### src/rtl/seq_bit_serializer_if.sv
// Valid/ready word handshake between a parallel word source and seq_bit_serializer.
interface seq_bit_serializer_if #(
  parameter int DATA_W = 8
);
  logic [DATA_W-1:0] i_data;
  logic              i_valid;
  logic              o_ready;

  modport master (output i_data, output i_valid, input o_ready);
  modport slave  (input i_data, input i_valid, output o_ready);
endinterface

### src/rtl/seq_bit_serializer.sv
// Parallel-to-serial feeder for the 11x1 sequence detector, gapless back-to-back words.
// Optional even-parity trailer bit is enabled by defining SER_PARITY_EN.
module seq_bit_serializer #(
  parameter int DATA_W    = 8,
  parameter int MSB_FIRST = 1
) (
  input  logic                clk,
  input  logic                rst_n,
  seq_bit_serializer_if.slave in_if,
  output logic                o_seq,
  output logic                o_seq_valid,
  output logic                o_busy
);

`ifdef SER_PARITY_EN
  localparam int FL = DATA_W + 1;
`else
  localparam int FL = DATA_W;
`endif
  localparam int            CW   = $clog2(DATA_W + 2);
  localparam logic [CW-1:0] LAST = CW'(FL - 1);

  typedef enum logic [1:0] {
    IDLE  = 2'b00,
    SHIFT = 2'b01
  } state_t;

  state_t        state, next_state;
  logic [FL-1:0] sr, frame;
  logic [CW-1:0] cnt;
  logic          ready, load, step, seq_d;

  function automatic logic head(input logic [FL-1:0] x);
    return (MSB_FIRST != 0) ? x[FL-1] : x[0];
  endfunction

  function automatic logic [FL-1:0] advance(input logic [FL-1:0] x);
    return (MSB_FIRST != 0) ? (x << 1) : (x >> 1);
  endfunction

  // The parity bit sits at the tail end of the frame, whichever direction the word is shifted.
`ifdef SER_PARITY_EN
  assign frame = (MSB_FIRST != 0) ? {in_if.i_data, ^in_if.i_data}
                                  : {^in_if.i_data, in_if.i_data};
`else
  assign frame = in_if.i_data;
`endif

  assign in_if.o_ready = ready;

  always_ff @(posedge clk or negedge rst_n) begin
    if (!rst_n) state <= IDLE;
    else        state <= next_state;
  end

  always_comb begin
    next_state = IDLE;
    case (state)
      IDLE:    next_state = load ? SHIFT : IDLE;
      SHIFT:   next_state = (step || load) ? SHIFT : IDLE;
      default: next_state = IDLE;
    endcase
  end

  // In SHIFT, cnt is the index of the bit currently on o_seq, so the last bit opens the handshake.
  always_comb begin
    ready = 1'b0;
    step  = 1'b0;
    case (state)
      IDLE: ready = rst_n;
      SHIFT: begin
        ready = rst_n && (cnt == LAST);
        step  = (cnt != LAST);
      end
      default: ;
    endcase
    load  = ready && in_if.i_valid;
    seq_d = load ? head(frame) : (step ? head(sr) : 1'b0);
  end

  always_ff @(posedge clk or negedge rst_n) begin
    if (!rst_n) begin
      sr          <= '0;
      cnt         <= '0;
      o_seq       <= 1'b0;
      o_seq_valid <= 1'b0;
      o_busy      <= 1'b0;
    end else begin
      if (load) begin
        sr  <= advance(frame);
        cnt <= '0;
      end else if (step) begin
        sr  <= advance(sr);
        cnt <= cnt + CW'(1);
      end
      o_seq       <= seq_d;
      o_seq_valid <= (next_state == SHIFT);
      o_busy      <= (next_state == SHIFT);
    end
  end

endmodule

### src/flat_wrapper.sv
// flat-port wrapper written by rule: the top's interface ports become plain ports
module seq_bit_serializer_flat 
#(
  parameter int DATA_W    = 8,
  parameter int MSB_FIRST = 1
)
  (clk, rst_n, o_seq, o_seq_valid, o_busy, in_if_i_data, in_if_i_valid, in_if_o_ready);
  seq_bit_serializer_if #(.DATA_W(DATA_W)) in_if_i ();
  input  logic clk;
  input  logic rst_n;
  output logic o_seq;
  output logic o_seq_valid;
  output logic o_busy;
  input wire logic [$bits(in_if_i.i_data)-1:0] in_if_i_data;
  input wire logic [$bits(in_if_i.i_valid)-1:0] in_if_i_valid;
  output wire logic [$bits(in_if_i.o_ready)-1:0] in_if_o_ready;
  assign in_if_i.i_data = in_if_i_data;
  assign in_if_i.i_valid = in_if_i_valid;
  assign in_if_o_ready = in_if_i.o_ready;
  seq_bit_serializer #(.DATA_W(DATA_W), .MSB_FIRST(MSB_FIRST)) u_core (.clk(clk), .rst_n(rst_n), .in_if(in_if_i), .o_seq(o_seq), .o_seq_valid(o_seq_valid), .o_busy(o_busy));
endmodule
### config.mk
export PLATFORM = sky130hd
export DESIGN_NAME = seq_bit_serializer_flat
export DESIGN_NICKNAME = d
export VERILOG_FILES = /design/src/rtl/seq_bit_serializer_if.sv /design/src/rtl/seq_bit_serializer.sv /design/src/flat_wrapper.sv
export SDC_FILE = /design/constraint.sdc
export NUM_CORES = 1
export LEC_CHECK = 0
export CAP_MARGIN = 20
export CORE_AREA = 5 5 59 61
export CTS_CLUSTER_SIZE = 28
export DETAILED_ROUTE_END_ITERATION = 16
export DIE_AREA = 0 0 64 66
export GPL_TIMING_DRIVEN = 0
export HOLD_SLACK_MARGIN = 0.12
export PLACE_DENSITY_LB_ADDON = 0.12
export RECOVER_POWER = 100
export SYNTH_ARGS = -nofsm -noshare
export SYNTH_HDL_FRONTEND = slang
export SYNTH_SLANG_ARGS = --single-unit
### constraint.sdc
create_clock -name clk -period 2.7 [get_ports clk]
set_input_delay 0.81 -clock clk [delete_from_list [all_inputs] [get_ports clk]]
set_output_delay 0.81 -clock clk [all_outputs]
set_load 0.02 [all_outputs]
==> results.txt, run 1 <==
----------------------------------------------------
[CTS]
  Clock-pin slew on the worst setup and hold paths ... ~0.090 ns
  CTS tree ... built
  Number of clock sinks seen by CTS ... 13
  CTS H-Tree Depth ... 1
  Post-cts repair resize count ... 6
  Root buf cell ... sky130_fd_sc_hd__clkbuf_4
  Hold buffer count at CTS ... 0
  Clock buffer depth ... 2
  Number of clock buffers inserted by TritonCTS ... 3
  Clock insertion delay at the later pin of the skew report ... around 0.28 ns
  Post-CTS setup repair buffer count ... 0

[Timing]
  Worst slew pin tran ... between 0.5 and 0.6 ns
  Highest attainable clock frequency ... between 300 and 400 MHz
  Final Max Slew Viols ... 0
  Worst Hold Slack ... between 0.5 and 0.6 ns
  Layout Skew ... around 0.0035 ns
  Final hold violations ... 0
  Count of final setup violators ... 0
  Setup repair after global routing missed its margin ... no
  Final worst-path cycle share ... 0.937
  Final Critical Period ... between 2 and 3 ns
  Max transition margin ... 0.621

[Synthesis]
  Library cell with the largest summed area after synthesis ... sky130_fd_sc_hd__dfrtp_1
  Summed instance area of the synthesized netlist ... roughly 680 sq um
  Async set or reset register ratio after synthesis ... 1.00
  FF+latch count, synth ... 13
  Most common cell in the netlist ... sky130_fd_sc_hd__dfrtp_1
  Proportion of synthesized area in mux cells ... 0.317
  Post-Synthesis Mean Instance Area ... 12.6 sq um
  XOR/XNOR Fraction of Synth Area ... 0
  Adder-cell area share of the yosys netlist ... 0.0183
  Top post-synthesis cells by count ... 13 x sky130_fd_sc_hd__dfrtp_1, 8 x sky130_fd_sc_hd__mux2_4, 7 x sky130_fd_sc_hd__nand2_1, 5 x sky130_fd_sc_hd__mux2_2, 4 x sky130_fd_sc_hd__mux2i_1
  Yosys warns ... 0
  Sequential area share after synthesis ... 0.477
  Net Count, Synth ... 66
  Portion of synthesized cell area occupied by the leading cell type ... 0.477
  Area fraction in compound gates after synthesis ... 0.0477
  Fraction of the mapped netlist area in simple logic gates ... 0.0954
  Predominant post-synthesis flop cell ... sky130_fd_sc_hd__dfrtp_1
  Synthesized instance count ... 54
  Area contributors post-synth ... sky130_fd_sc_hd__dfrtp_1 48%, sky130_fd_sc_hd__mux2_4 18%, sky130_fd_sc_hd__mux2_2 8.3%, sky130_fd_sc_hd__mux2i_1 5.9%, sky130_fd_sc_hd__nand2_1 3.9%
  Number of enable flip-flop cells after synthesis ... 0
  Combinational family with the most area after synthesis ... multiplexers
  Cell variety after synth ... 19

[Power and ir drop]
  Total power ... about 0.8 mW
  Maximum VDD drop ... ~0.47 mV
  Power per Cell Area ... roughly 930 nW/um^2
  Static leakage power ... slightly above 0.4 nW

[Floorplan]
  IO Count ... 15
  Chip Height ... 66 microns
  Die Footprint ... approximately 4200 sq um
  Number of rows created at floorplan ... 20
  Initial core utilization ... 0.233
  Core outline area ... between 2000 and 3000 sq um
  X dimension of the die ... between 60 and 70 microns

[Global route]
  Total global routing track utilization ... 0.0701
  Largest net degree at the start of global routing ... 19
  Overall overflow remaining after global route ... 0
  Number of global-route vias before repair ... between 400 and 500
  Global-route wire length before repair ... between 2 and 2.5 mm
  Number of antenna violations at the first check in global routing ... 0

[Routing]
  Number of DRC markers in iteration 0 ... 2
  Final routed DRC violation total ... 0
  DR vias ... between 400 and 500
  First-pass iteration count of the detailed router ... 2
  Via/cell ratio ... ~4.4
  Remaining antenna violation count after routing ... 0
  Total wirelength of the detailed-routed design ... between 1 and 1.5 mm
  Average detailed-routed wire length per instance ... approximately 13 microns

[Worst setup path]
  Worst EP arrival ... approximately 2.7 ns
  Startpoint type of the worst setup path ... primary input
  CP Data Required Time ... 2.87 ns
  CP Capture Type ... flop
  Worst setup path category ... primary input to flop
  Reg2Reg Setup Slack ... roughly 1.2 ns
  Largest driver fanout on the critical path ... 10
  Startpoint of the worst-slack reg-to-reg timing path ... u_core.cnt[0]$_DFFE_PN0P_
  Length in cells of the worst reg-to-reg path ... 5
  Worst R2R End ... u_core.o_seq$_DFF_PN0_

[Cells and area]
  Signed area change from the synthesized netlist to the final layout ... 26.8%
  Diodes inserted ... 0
  Area of all placed cells without fillers ... approximately 860 sq um
  Final standard cell utilization of the core ... 0.295
  Final Net Count ... 85
  Post-route non-filler standard cell count ... between 100 and 150
  Share of layout cells above drive strength 1 ... 0.278
  Number of fill cells ... 311

[Outcome]
  Outcome ... finished clean

[Worst hold path]
  Worst-case hold path end point ... u_core.sr[5]$_DFFE_PN0P_
  Worst Hold Launch ... u_core.sr[4]$_DFFE_PN0P_
  Type of the tightest min-delay check ... flop to flop
  Min-Delay Path Depth ... 1

[Placed design]
  Port bufs ... 14
  Count of placed standard cells including taps ... 101
  Area after DPL ... about 860 sq um
  DPL Wire Length ... roughly 950 microns
  GPL Wtd Cong ... 0.660

[Run]
  Max Cap Violations ... 0

----------------------------------------------------
-- cell families after synthesis --
| family | count (synthesis) |
|---|---|
| compound gates | 5 |
| fa+ha+maj | 1 |
| buf+inv | 4 |
| flops | 13 |
| mux | 17 |
| simple gates | 14 |
-- sequential cells by signal, indices dropped and copies added, names as in the netlist --
register	flops
u_core.sr	7
u_core.o_seq_valid	1
u_core.o_seq	1
u_core.cnt	4
-- cells in the final DEF (no fill, tap or decap), drive strengths merged, types with 2 or more instances in the layout --
master and instances:
buf 2, o21ai 2, nand2 8, clkdlybuf4s50 8, clkbuf 5, mux2i 4, nor2 2, dfrtp 13
dlygate4sd3 4, mux2 13, nand3 2
-- metal layers --
metal / vias up / wire length (microns) / track usage / share of wire
met5: - / 0 / 0 / 0
met4: 0 / 10 / 0.0234 / 0.0075
met3: 2 / 77 / 0.0323 / 0.058
met2: 10 / 640 / 0.113 / 0.48
met1: 221 / 600 / 0.0815 / 0.45
li1: 224 / - / - / -
-- worst max-delay path by stage --
stage / startpoint / to / slack [ns]
floorplan: u_core.cnt[0]$_DFFE_PN0P_ / in_if_o_ready / 0.71
CTS: u_core.cnt[0]$_DFFE_PN0P_ / in_if_o_ready / 0.02
global route: u_core.cnt[0]$_DFFE_PN0P_ / in_if_o_ready / 0.08
detailed placement: rst_n / in_if_o_ready / -0.86
finish: in_if_i_valid / u_core.sr[3]$_DFFE_PN0P_ / 0.17
global placement: rst_n / in_if_o_ready / -0.84
-- through the flow --
stage | TNS [ns] | setup WS (ns)
3_5_place_dp | -1.87 | -0.855
2_1_floorplan | 0 | 0.707
5_1_grt | 0 | 0.0794
3_3_place_gp | -1.75 | -0.844
6_report | 0 | 0.171
4_1_cts | 0 | 0.0189
-- critical path, stage by stage --
cell	delay, ns
sky130_fd_sc_hd__dlygate4sd3_1	0.62
sky130_fd_sc_hd__nand2_1	0.16
sky130_fd_sc_hd__clkbuf_1	0.47
sky130_fd_sc_hd__mux2_1	0.38
sky130_fd_sc_hd__mux2_4	0.26
-- power by group --
| part | switching (mW) | total (mW) | internal [mW] | leakage (nW) |
|---|---|---|---|---|
| Sequential | 0.0579 | 0.331 | 0.273 | 0.165 |
| Clock | 0.0672 | 0.122 | 0.0549 | 0.0177 |
| Combinational | 0.147 | 0.347 | 0.200 | 0.220 |
| Total | 0.272 | 0.800 | 0.527 | 0.403 |
-- cell type report --
class	count	area (sq um)	share of cell area
inverter	1	3.75	0.00434
clock inverter	1	5.00	0.00579
timing repair buffer	14	135	0.156
multi-input combinational	37	309	0.357
sequential	13	325	0.376
clock buffer	3	22.5	0.0260
tap	33	41.3	0.0478
buffer	3	22.5	0.0260
Note: power is estimated with default switching activity, not from simulation.
==> run 2, diff against run 1 <==
--- a/config.mk
+++ b/config.mk
@@ -6,4 +6,5 @@
 export NUM_CORES = 1
 export LEC_CHECK = 0
+export ABC_AREA = 1
 export CAP_MARGIN = 20
 export CORE_AREA = 5 5 59 61
@@ -18,2 +19,3 @@
 export SYNTH_HDL_FRONTEND = slang
 export SYNTH_SLANG_ARGS = --single-unit
+export TNS_END_PERCENT = 100
==> constraint.sdc (replaced) <==
create_clock -name clk -period 2.7 [get_ports clk]
set_input_delay 0.405 -clock clk [delete_from_list [all_inputs] [get_ports clk]]
set_output_delay 0.405 -clock clk [all_outputs]
set_load 0.02 [all_outputs]
==> results.txt, run 2 <==
----------------------------------------------------
[Global route]
  Overall overflow remaining after global route ... 0
  Number of antenna violations at the first check in global routing ... 0
  Number of global-route vias before repair ... 640
  Largest net degree at the start of global routing ... 15
  Total global routing track utilization ... 0.0854
  Global-route wire length before repair ... between 2 and 3 mm

[Cells and area]
  Final Net Count ... ~110
  Diodes inserted ... 0
  Commonest non-fill, non-tap cell in the layout ... sky130_fd_sc_hd__dfrtp_1
  Leading cell types in the layout, fill and taps excluded ... 13 x sky130_fd_sc_hd__dfrtp_1, 11 x sky130_fd_sc_hd__nand2_1, 9 x sky130_fd_sc_hd__nand3_1, 8 x sky130_fd_sc_hd__nand4_1, 8 x sky130_fd_sc_hd__clkdlybuf4s50_1
  Register name with the most flops ... u_core.sr
  Final standard cell utilization of the core ... 0.294
  Area occupied by multi-input gates ... around 270 sq um
  Largest registers ranked by flip-flop count ... u_core.sr: 7 flops, u_core.cnt: 4 flops
  Signed area change from the synthesized netlist to the final layout ... 27.4%
  Number of fill cells ... 331
  Max reg flops ... 7
  Reg area ... 325 sq um
  Area of all placed cells without fillers ... between 800 and 900 sq um
  Share of layout cells above drive strength 1 ... 0.109

[CTS]
  Clock-pin slew on the worst setup and hold paths ... approximately 0.090 ns
  CTS tree ... built
  Number of clock sinks seen by CTS ... 13
  Clock buffer depth ... 2
  Clock insertion delay at the later pin of the skew report ... around 0.28 ns
  CTS H-Tree Depth ... 1
  Number of clock buffers inserted by TritonCTS ... 3
  Root buf cell ... sky130_fd_sc_hd__clkbuf_4

[Worst setup path]
  Slowest cell on the critical path ... sky130_fd_sc_hd__dlygate4sd3_1
  CP Capture Type ... output pin
  CP Data Required Time ... 2.30 ns
  Worst setup path category ... flop to output pin
  Worst-path cell chain ... ha_1 -> nand3_1 -> nand2_4 -> inv_2 -> nor2_1 -> dlygate4sd3_1
  Crit path buf inv count ... 2
  Cell family contributing the most delay on the critical path ... buffers and inverters
  Largest driver fanout on the critical path ... 10
  Startpoint type of the worst setup path ... flop
  Worst EP arrival ... a little over 2 ns
  Biggest cell delay along the critical path ... 0.65 ns

[Timing]
  Final Max Slew Viols ... 0
  Final worst-path cycle share ... 0.915
  Count of final setup violators ... 0
  Final setup slack of the worst path ... 0.229 ns
  Final Critical Period ... 2.47 ns
  Layout Skew ... between 0.003 and 0.004 ns
  Final hold violations ... 0
  Highest attainable clock frequency ... 405 MHz
  Max transition margin ... 0.574
  Setup repair after global routing missed its margin ... no
  Worst slew pin tran ... about 0.64 ns

[Outcome]
  Outcome ... finished clean

[Synthesis]
  Async set or reset register ratio after synthesis ... 1.00
  Most common cell in the netlist ... sky130_fd_sc_hd__dfrtp_1
  FF+latch count, synth ... 13
  Sequential area share after synthesis ... 0.481
  Net Count, Synth ... 86
  Portion of synthesized cell area occupied by the leading cell type ... 0.481
  Predominant post-synthesis flop cell ... sky130_fd_sc_hd__dfrtp_1
  Yosys warns ... 0
  Top post-synthesis cells by count ... 13 x sky130_fd_sc_hd__dfrtp_1, 11 x sky130_fd_sc_hd__nand2_1, 8 x sky130_fd_sc_hd__nand3_1, 8 x sky130_fd_sc_hd__nand4_1, 7 x sky130_fd_sc_hd__inv_1
  Area contributors post-synth ... sky130_fd_sc_hd__dfrtp_1 48%, sky130_fd_sc_hd__nand4_1 7.4%, sky130_fd_sc_hd__o211ai_1 6.7%, sky130_fd_sc_hd__nand2_1 6.1%, sky130_fd_sc_hd__nand3_1 5.9%
  Number of enable flip-flop cells after synthesis ... 0
  Post-Synthesis Mean Instance Area ... 9.15 sq um
  Synthesized instance count ... 74
  Cell variety after synth ... 20
  Library cell with the largest summed area after synthesis ... sky130_fd_sc_hd__dfrtp_1
  Summed instance area of the synthesized netlist ... 677 sq um

[Routing]
  Number of DRC markers in iteration 0 ... 25
  Average detailed-routed wire length per instance ... approximately 12 microns
  Final routed DRC violation total ... 0
  DR vias ... roughly 590
  Remaining antenna violation count after routing ... 0
  Total wirelength of the detailed-routed design ... ~1.6 mm
  Via/cell ratio ... 4.73
  First-pass iteration count of the detailed router ... 2

[Floorplan]
  Initial core utilization ... 0.231
  IO Count ... 15
  X dimension of the die ... 64 microns
  Chip Height ... approximately 66 microns
  Die Footprint ... 4220 sq um
  Core outline area ... 2930 sq um
  Number of rows created at floorplan ... 20

[Run]
  Max Cap Violations ... 0

[Power and ir drop]
  Power per Cell Area ... approximately 980 nW/um^2
  Total power ... roughly 0.84 mW
  Static leakage power ... 0.391 nW
  Maximum VDD drop ... about 0.47 mV

[Placed design]
  Worst slack at placement ... -0.185 ns
  GPL Wtd Cong ... 0.733
  DPL Wire Length ... between 1 and 1.5 mm
  Port bufs ... 13
  Area after DPL ... ~850 sq um

[Worst hold path]
  Type of the tightest min-delay check ... primary input to flop

----------------------------------------------------
-- run 2: cell count changes after synthesis, moves of 5 or more --
| cell | delta |
|---|---|
| sky130_fd_sc_hd__inv_1 | +6 |
| sky130_fd_sc_hd__mux2_2 | -5 |
| sky130_fd_sc_hd__nand3_1 | +6 |
| sky130_fd_sc_hd__o211ai_1 | +6 |
| sky130_fd_sc_hd__nand4_1 | +8 |
| sky130_fd_sc_hd__mux2_4 | -8 |
-- run 2: power by group --
group | leakage (nW) | total, mW | switching [mW] | internal [mW]
clock network | 0.0150 | 0.127 | 0.0696 | 0.0574
registers | 0.164 | 0.334 | 0.0583 | 0.276
logic | 0.211 | 0.381 | 0.229 | 0.152
total | 0.391 | 0.843 | 0.357 | 0.486
-- run 2: kinds of logic after synthesis --
logic type      count (synthesis)  synth area share
simple gates                   35             0.264
buf+inv                        13             0.120
flops                          13             0.481
compound gates                 12             0.116
fa+ha+maj                       1            0.0185
-- run 2: per-layer routing --
layer / GRT usage / routed length, microns / vias up
met4: 0.0312 / 21 / 0
met3: 0.0391 / 87 / 2
li1: - / - / 293
met1: 0.103 / 777 / 283
met5: 0 / 0 / -
met2: 0.132 / 675 / 13
-- run 2: layout make-up --
type	count	share of cell area
flip-flops and latches	13	0.377
multi-input cells	48	0.308
repair buffers	14	0.155
well taps	33	0.0479
plain buffers	4	0.0421
inverters	9	0.0392
clock buffers	4	0.0305
-- run 2: worst paths after layout --
path / cells past startpoint / start / endpoint / slack (ns)
max in group asynchronous: 2 / rst_n / u_core.cnt[1]$_DFFE_PN0P_ / 1.54
worst max-delay path: 6 / u_core.cnt[0]$_DFFE_PN0P_ / in_if_o_ready / 0.23
min in group asynchronous: 2 / rst_n / u_core.sr[7]$_DFFE_PN0P_ / 0.75
worst min register to register: 2 / u_core.sr[4]$_DFFE_PN0P_ / u_core.sr[5]$_DFFE_PN0P_ / 0.50
worst max register to register: 6 / u_core.cnt[0]$_DFFE_PN0P_ / u_core.sr[3]$_DFFE_PN0P_ / 1.15
worst min-delay path: 3 / in_if_i_valid / u_core.sr[5]$_DFFE_PN0P_ / 0.42
-- run 2: timing repair --
action	CTS	global route
buffers inserted	0	0
endpoints found under the hold margin	0	13
setup endpoints to repair	1	1
hold buffers	0	1
resized for setup	1	2
-- run 2: worst reg2reg max path, cell delays in order (launching register included) --
cell and delay (ns):
sky130_fd_sc_hd__dfrtp_1 0.39, sky130_fd_sc_hd__ha_1 0.21, sky130_fd_sc_hd__nand3_1 0.15, sky130_fd_sc_hd__nand2_4 0.13, sky130_fd_sc_hd__clkbuf_1 0.35, sky130_fd_sc_hd__o211ai_1 0.15, sky130_fd_sc_hd__nand3_1 0.10
-- run 2: through the flow --
stage / hold slack, ns / instances / TNS, ns
after global routing: 0.431 / 125 / 0
after global placement: 0.485 / 120 / -0.228
after detailed placement: 0.483 / 120 / -0.185
after floorplan: 0.109 / 74 / 0
final: 0.425 / 125 / 0
after CTS: 0.279 / 124 / 0
